==> src/rtl/mul_arbiter.sv <==
// mul_arbiter: round-robin sequencer sharing one sequential signed 32x32
// multiplier among N_REQ requesters, with a watchdog on the WAIT phase.
module mul_arbiter #(
  parameter int N_REQ       = 4,
  parameter int ID_W        = $clog2(N_REQ),
  parameter int TIMEOUT_CYC = 40
) (
  input  logic                 CLK_i,
  input  logic                 RSTN_i,
  input  logic [N_REQ-1:0]     REQ_i,
  input  logic [N_REQ*32-1:0]  DIN1_i,
  input  logic [N_REQ*32-1:0]  DIN2_i,
  output logic [N_REQ-1:0]     ACK_o,
  output logic [N_REQ-1:0]     RVALID_o,
  input  logic [N_REQ-1:0]     RREADY_i,
  output logic [63:0]          DOUT_o,
  output logic                 ERR_o,
  output logic [ID_W-1:0]      GNT_ID_o,
  output logic                 BUSY_o,
  output logic                 MUL_EN_o,
  output logic [31:0]          MUL_DIN1_o,
  output logic [31:0]          MUL_DIN2_o,
  input  logic                 MUL_BUSY_i,
  input  logic                 MUL_VALID_i,
  input  logic [63:0]          MUL_DOUT_i
);

  localparam logic [1:0] S_IDLE   = 2'd0;
  localparam logic [1:0] S_LAUNCH = 2'd1;
  localparam logic [1:0] S_WAIT   = 2'd2;
  localparam logic [1:0] S_RESP   = 2'd3;

  localparam int              WD_W    = $clog2(TIMEOUT_CYC);
  localparam logic [WD_W-1:0] WD_LAST = WD_W'(TIMEOUT_CYC - 1);
  localparam logic [ID_W:0]   N_REQ_W = (ID_W + 1)'(N_REQ);
  localparam logic [ID_W-1:0] LAST_ID = ID_W'(N_REQ - 1);

  logic [1:0]       state;
  logic [ID_W-1:0]  rr_ptr;
  logic [ID_W-1:0]  gnt_id;
  logic [31:0]      op1;
  logic [31:0]      op2;
  logic [WD_W-1:0]  wd;
  logic [63:0]      dout;
  logic             err;
  logic [N_REQ-1:0] ack;

  logic [ID_W-1:0]  pick;
  logic             pick_ok;
  logic [N_REQ-1:0] pick_oh;
  logic [ID_W:0]    cand_sum;
  logic [31:0]      cand_a;
  logic [31:0]      cand_b;

  // Winner search: first set REQ bit from rr_ptr upward with wrap, plus its operands.
  always_comb begin
    pick     = '0;
    pick_ok  = 1'b0;
    pick_oh  = '0;
    cand_sum = '0;
    cand_a   = '0;
    cand_b   = '0;
    for (int unsigned i = 0; i < N_REQ; i++) begin
      cand_sum = {1'b0, rr_ptr} + (ID_W + 1)'(i);
      if (cand_sum >= N_REQ_W) begin
        cand_sum = cand_sum - N_REQ_W;
      end
      if (!pick_ok && REQ_i[cand_sum[ID_W-1:0]]) begin
        pick    = cand_sum[ID_W-1:0];
        pick_ok = 1'b1;
      end
    end
    if (pick_ok) begin
      pick_oh[pick] = 1'b1;
    end
    for (int unsigned k = 0; k < N_REQ; k++) begin
      if (pick == ID_W'(k)) begin
        cand_a = DIN1_i[32*k +: 32];
        cand_b = DIN2_i[32*k +: 32];
      end
    end
  end

  // Sequencer FSM: grant, launch multiplier, wait with watchdog, hold response.
  always_ff @(posedge CLK_i or negedge RSTN_i) begin
    if (!RSTN_i) begin
      state  <= S_IDLE;
      rr_ptr <= '0;
      gnt_id <= '0;
      op1    <= '0;
      op2    <= '0;
      wd     <= '0;
      dout   <= '0;
      err    <= 1'b0;
      ack    <= '0;
    end else begin
      ack <= '0;
      case (state)
        S_IDLE: begin
          if (pick_ok) begin
            op1    <= cand_a;
            op2    <= cand_b;
            gnt_id <= pick;
            ack    <= pick_oh;
            state  <= S_LAUNCH;
          end
        end
        S_LAUNCH: begin
          wd    <= '0;
          err   <= 1'b0;
          state <= S_WAIT;
        end
        S_WAIT: begin
          wd <= wd + 1'b1;
          // A valid result takes precedence over an expiring watchdog.
          if (MUL_VALID_i && !MUL_BUSY_i) begin
            dout  <= MUL_DOUT_i;
            err   <= 1'b0;
            state <= S_RESP;
          end else if (wd == WD_LAST) begin
            dout  <= '0;
            err   <= 1'b1;
            state <= S_RESP;
          end
        end
        S_RESP: begin
          if (RREADY_i[gnt_id]) begin
            rr_ptr <= (gnt_id == LAST_ID) ? '0 : gnt_id + 1'b1;
            state  <= S_IDLE;
          end
        end
        default: state <= S_IDLE;
      endcase
    end
  end

  // Response valid is decoded from the state so it drops the moment reset hits.
  always_comb begin
    RVALID_o = '0;
    if (state == S_RESP) begin
      RVALID_o[gnt_id] = 1'b1;
    end
  end

  assign ACK_o      = ack;
  assign DOUT_o     = dout;
  assign ERR_o      = err;
  assign GNT_ID_o   = gnt_id;
  assign BUSY_o     = (state != S_IDLE);
  assign MUL_EN_o   = (state == S_LAUNCH);
  assign MUL_DIN1_o = op1;
  assign MUL_DIN2_o = op2;

endmodule

==> config.mk <==
export PLATFORM = sky130hd
export DESIGN_NAME = mul_arbiter
export DESIGN_NICKNAME = d
export VERILOG_FILES = /design/src/rtl/mul_arbiter.sv
export SDC_FILE = /design/constraint.sdc
export NUM_CORES = 1
export LEC_CHECK = 0
export BUFFER_PORTS_ARGS = -buffer_cell sky130_fd_sc_hd__buf_2
export CORE_AREA = 2 2 184 186
export CTS_CLUSTER_SIZE = 28
export DETAILED_ROUTE_END_ITERATION = 7
export DIE_AREA = 0 0 186 188
export GPL_ROUTABILITY_DRIVEN = 0
export SLEW_MARGIN = 20
export SYNTH_ARGS = -nofsm -noshare
export SYNTH_HDL_FRONTEND = slang
export SYNTH_SLANG_ARGS = --single-unit
==> constraint.sdc <==
create_clock -name CLK_i -period 2.15 [get_ports CLK_i]
set_input_delay 0.1075 -clock CLK_i [delete_from_list [all_inputs] [get_ports CLK_i]]
set_output_delay 0.1075 -clock CLK_i [all_outputs]
set_load 0.01 [all_outputs]
# Yosys cells after proc, flatten, opt, wreduce, memory -nomap -nowiden

Index checks and enable logic that the tools add are counted.

Add/subtract/negate cells: 9
Multiply operators: 0
Divide/modulo/power cells: 0
Magnitude comparators: 12
Eq/ne operators: 11
Shift-type cells: 0
Muxes and demuxes: 49
Bitwise gates (word level): 0
Reductions and logical operators: 20

Operator list:

| operator                                                    | count |
|---|---|
| two-way mux 32 bit                                          | 8 |
| two-way mux 64 bit                                          | 2 |
| two-way mux 2 bit                                           | 13 |
| less-than comparator 2 x 3 -> 1 bit (second input constant) | 6 |
| two-way mux 1 bit                                           | 13 |
| two-way mux 4 bit                                           | 3 |
| case mux 6 bit (2 select lines)                             | 1 |
| binary-select mux 1 bit (select 2 bit)                      | 5 |
| equality test 2 bit (second input constant)                 | 5 |
| >= comparator 3 bit (second input constant)                 | 3 |
| case mux 2 bit (4 select lines)                             | 1 |
| AND reduction 2 bit                                         | 4 |
| subtractor 2 x 1 -> 2 bit (second input constant)           | 4 |
| adder 2 x 2 -> 3 bit (second input constant)                | 2 |
| adder 6 x 1 -> 6 bit (second input constant)                | 1 |
| equality test 6 bit (second input constant)                 | 1 |
| logical AND 1 bit                                           | 6 |
| nonzero test 2 bit                                          | 3 |
| demux 1 bit (select 2 bit)                                  | 2 |
| equality test 2 x 1 -> 1 bit (second input constant)        | 2 |
| >= comparator 2 x 1 -> 1 bit (second input constant)        | 2 |
| logical NOT 1 bit                                           | 4 |
| logical NOT 2 bit                                           | 2 |
| != test 2 bit (second input constant)                       | 2 |
| other kinds (6)                                             | 6 |

Bits in registers: 145
Bits in latches: 0
Bits in writable memories: 0
Memory bits (read-only): 0
Memories kept: 0

# Logic depth before layout (Yosys ltp)

Depth after elaboration: 20
Depth in mapped cells: 8
Depth with buffers taken out: 6

# Worst setup path before layout

Ideal clock, no wire load.

Path type: flip-flop to flip-flop
Start point: register state[0]
End point: register op1[17], in the netlist MUL_DIN1_o[17]
Arrival: 1652 ps
Path slack: 404 ps
Stages on the path, launching flop included: 9
Clock period less this slack: 1746 ps
Path through: dfrtp_1 > inv_1 > ha_1 > inv_1 > nor2_1 > buf_2 > clkbuf_1 > nor2_1 > a211oi_1

Longest elaborated chain between the ends: 2

Ends and longest elaborated chain:

| element                              | line | source |
|---|---|---|
| start: declaration                   | 38   | `logic [1:0] state;` |
| start signal: assignment             | 87   | `state <= S_IDLE;` |
| start signal: assignment             | 105  | `state <= S_LAUNCH;` |
| start signal: assignment             | 111  | `state <= S_WAIT;` |
| logical NOT 2 bit                    | 98   | `case (state)` |
| AND reduction 2 bit (no source line) | n/a  |  |
| end signal: assignment               | 101  | `op1 <= cand_a;` |
| end: declaration                     | 41   | `logic [31:0] op1;` |

No other way between the ends.
A chain may end at the register's enable or synchronous reset.

# Worst setup path after layout

Start point: register rr_ptr[1]
End point: register op2[25], in the netlist MUL_DIN2_o[25]

Longest elaborated chain between the ends: 19
Elaborated cells on any way between the ends: 46

Ends and longest elaborated chain:

| element                                                                       | line | source |
|---|---|---|
| start: declaration                                                            | 39   | `logic [ID_W-1:0] rr_ptr;` |
| start signal: assignment                                                      | 128  | `rr_ptr <= (gnt_id == LAST_ID) ? '0 : gnt_id + 1'b1;` |
| parallel branches: the longest is 19 deep, another holds adder 2 x 1 -> 3 bit | n/a  |  |
| end signal: assignment                                                        | 102  | `op2 <= cand_b;` |
| end: declaration                                                              | 42   | `logic [31:0] op2;` |

Several ways; the timed one is not identified. The select of a mux whose other input is x is not followed.

==> impl_metrics.env <==
export IMPL_cp_end_kind="flop"
export IMPL_ant_nets=0
export IMPL_clock_skew_final_ps=8.64
export IMPL_ys_warn_count=0
export IMPL_cts_buffers_inserted=17
export IMPL_crit_family="buffers and inverters"
export IMPL_clk_latency_ps=430
export IMPL_vias=7548
export IMPL_drt_wl_total_mm=29.0
export IMPL_clockRootBuffer="clkbuf_16"
export IMPL_min_period_over_period=0.941
export IMPL_synth_nets=985
export IMPL_syn_inst=644
export IMPL_synthArstFlopShare=1.00
export IMPL_die_area_um2=35000
export IMPL_synth_top_area_frac=0.498
export IMPL_antenna_cells=0
export IMPL_grt_setup_unrepaired="false"
export IMPL_die_y_um=188
export IMPL_critPathLaunchType="flop"
export IMPL_area_growth_synth_to_final_pct=63.9
export IMPL_leakage_nw=5.82
export IMPL_cts_clk_slew_worst_paths_ps=70
export IMPL_rows=67
export IMPL_drive_gt1_frac=0.456
export IMPL_critPathKind="reg -> reg"
export IMPL_max_clock_freq_ghz=0.494
export IMPL_htree_num_levels=4
export IMPL_fin_nets=1542
export IMPL_initial_core_util=0.220
export IMPL_outcome="finished clean"
export IMPL_max_slew_worst_pin_slew_ps=616
export IMPL_track_usage=0.161
export IMPL_cp_slowest_stage_delay_ps=450
export IMPL_grt_overflow=0
export IMPL_drc_errors=0
export IMPL_grt_pass1_wl_mm=43.4
export IMPL_clock_path_buffers=2
export IMPL_path_max_fanout=34
export IMPL_synthDistinctLibCells=37
export IMPL_seq_area_frac_synth=0.498
export IMPL_dpl_cell_area_um2=10400
export IMPL_synth_edff_count=0
export IMPL_max_slew_margin=0.589
export IMPL_min_path_type="in -> reg"
export IMPL_holdWs_ps=13.2
export IMPL_synth_area_um2=7290
export IMPL_synth_xor_area_frac=0.00120
export IMPL_finalHoldViolCount=0
export IMPL_fin_setup_tns_ps=0
export IMPL_cap_violations=0
export IMPL_drt_initial_drc_count=362
export IMPL_ys_ff_latch=145
export IMPL_ys_top_cells_by_area="dfrtp_1 50%, mux2i_1 13%, a22o_1 7.7%, a211oi_1 6.6%, nor3b_1 3.9%"
export IMPL_ir_drop_v=0.000530
export IMPL_finish_utilization=0.361
export IMPL_synth_top_area_cell="dfrtp_1"
export IMPL_grt_pass1_vias=7988
export IMPL_path_cells="nand2_1 -> a311oi_4 -> nor2_4 -> buf_12 -> buf_12 -> mux2i_1 -> o221ai_1"
export IMPL_crit_arrival_ps=2310
export IMPL_slew_violations=0
export IMPL_hpwl_mm=20.4
export IMPL_antenna_found_initial=1
export IMPL_setup_viol=0
export IMPL_io_pins=473
export IMPL_synth_compound_area_frac=0.212
export IMPL_synthAdderAreaFrac=0.0154
export IMPL_required_ps=2440
export IMPL_drtPass1Iterations=4
export IMPL_core_um2=33100
export IMPL_synth_simple_gate_area_frac=0.0973
export IMPL_synth_flop_cell="dfrtp_1"
export IMPL_cts_tree="yes"
export IMPL_die_w_um=186
export IMPL_postSynthAreaPerCell_um2=11.3
export IMPL_crit_slowest_cell="dfrtp_2"
export IMPL_io_buffers=472
export IMPL_n_fill_cell=3315
export IMPL_cts_sinks=145
export IMPL_viasPerCell=4.54
export IMPL_wl_per_cell_um=17.4
export IMPL_p_total_mw=15.0
export IMPL_power_density_nw_per_um2=1260
export IMPL_crit_top_cell="buf_12"
export IMPL_synth_top_family_by_area="compound AO/OA/AOI/OAI gates"
export IMPL_muxShareOfSynthArea=0.132
export IMPL_path_buf_inv=2
export IMPL_final_area_um2=11900
export IMPL_grt_max_degree=66
export IMPL_min_period_ps=2020
==> synth_stat cells, types with 2 or more instances <==
cell type / instances
mux2_2: 2
a22o_1: 64
inv_1: 11
nor2_1: 46
buf_1: 8
a211oi_2: 10
o21ai_0: 6
a211oi_1: 64
buf_4: 9
mux2i_1: 92
o221ai_1: 27
clkbuf_1: 21
o22ai_1: 2
a21oi_1: 5
nand3_1: 4
nand2_1: 35
nand2b_1: 3
nor3b_1: 38
nand4_1: 3
dfrtp_1: 145
ha_1: 9
a21o_1: 2
nor2b_1: 2
buf_2: 20
and2_1: 4
==> layer usage <==
layer,global-route usage,wire length (µm)
met1,0.182,11500
met2,0.292,14700
met3,0.0449,2260
met4,0.0463,542
met5,0,13
==> power breakdown <==
group          switching [mW]  internal (mW)  leakage (nW)
logic                    3.83           3.27          3.76
clock network            1.46           1.69         0.303
registers               0.778           4.00          1.76
==> cells by family (layout without fill, tap and decap cells) <==
| kind of cell | count (synthesis) | count (layout) |
|---|---|---|
| fa+ha+maj | 9 | 9 |
| xor+xnor | 1 | 1 |
| mux | 95 | 95 |
| compound gates | 186 | 186 |
| buf+inv | 69 | 639 |
| flops | 145 | 145 |
| simple gates | 139 | 139 |
==> final timing paths <==
check	start	endpoint	slack [ps]	cells after the start
max	rr_ptr[1]	MUL_DIN2_o[25]	130	7
min	DIN2_i[69]	MUL_DIN2_o[5]	10	3
max reg2reg	rr_ptr[1]	MUL_DIN2_o[25]	130	7
min reg2reg	MUL_DIN1_o[23]	MUL_DIN1_o[23]	480	2
max in group asynchronous	RSTN_i	MUL_DIN2_o[23]	1240	3
min in group asynchronous	RSTN_i	MUL_DIN2_o[9]	250	2
==> cells in the final DEF (no fill, tap or decap), drive strengths merged, types with 9 or more instances in the layout <==
master / Yosys / routed
ha: 9 / 9
a211oi: 74 / 74
buf: 37 / 500
clkbuf: 21 / 17
dlygate4sd3: 0 / 96
dfrtp: 145 / 145
o221ai: 27 / 27
nor2: 46 / 46
nand2: 35 / 35
mux2i: 92 / 92
a22o: 64 / 64
inv: 11 / 21
nor3b: 38 / 38
==> flip-flops by register name, indices dropped and copies added, names as in the netlist <==
| signal | cells |
|---|---|
| rr_ptr | 2 |
| state | 2 |
| MUL_DIN1_o | 32 |
| DOUT_o | 64 |
| wd | 6 |
| ERR_o | 1 |
| MUL_DIN2_o | 32 |
| ACK_o | 4 |
| GNT_ID_o | 2 |
==> what timing repair did <==
item | CTS | global route
hold buffers | 96 | 0
setup buffers | 0 | 0
hold endpoints to repair | 133 | 0
endpoints found under the setup margin | 0 | 1
gates resized for setup | 0 | 1
==> worst reg2reg max path: cells and delay by family (launching register included) <==
| kind | cells | cell delay, ps |
|---|---|---|
| AOI/OAI and AO/OA | 2 | 300 |
| buffers and inverters | 2 | 520 |
| DFF | 1 | 450 |
| muxes | 1 | 330 |
| and+or+nand+nor | 2 | 280 |
==> final cells by class <==
cell class,count,area (µm²),area share
Tap cell,448,561,0.0469
Sequential cell,145,3630,0.304
Inverter,11,41.3,0.00346
Multi-Input combinational cell,430,3400,0.285
Clock inverter,15,190,0.0159
Clock buffer,17,425,0.0356
Timing Repair Buffer,596,3700,0.310
==> stage by stage <==
step	cells	worst slack [ps]
2_1_floorplan	644	404
4_1_cts	1662	102
3_3_place_gp	1534	147
5_1_grt	1662	16.5
3_5_place_dp	1534	111
6_report	1662	127
Power figures use the tool's default switching activity.
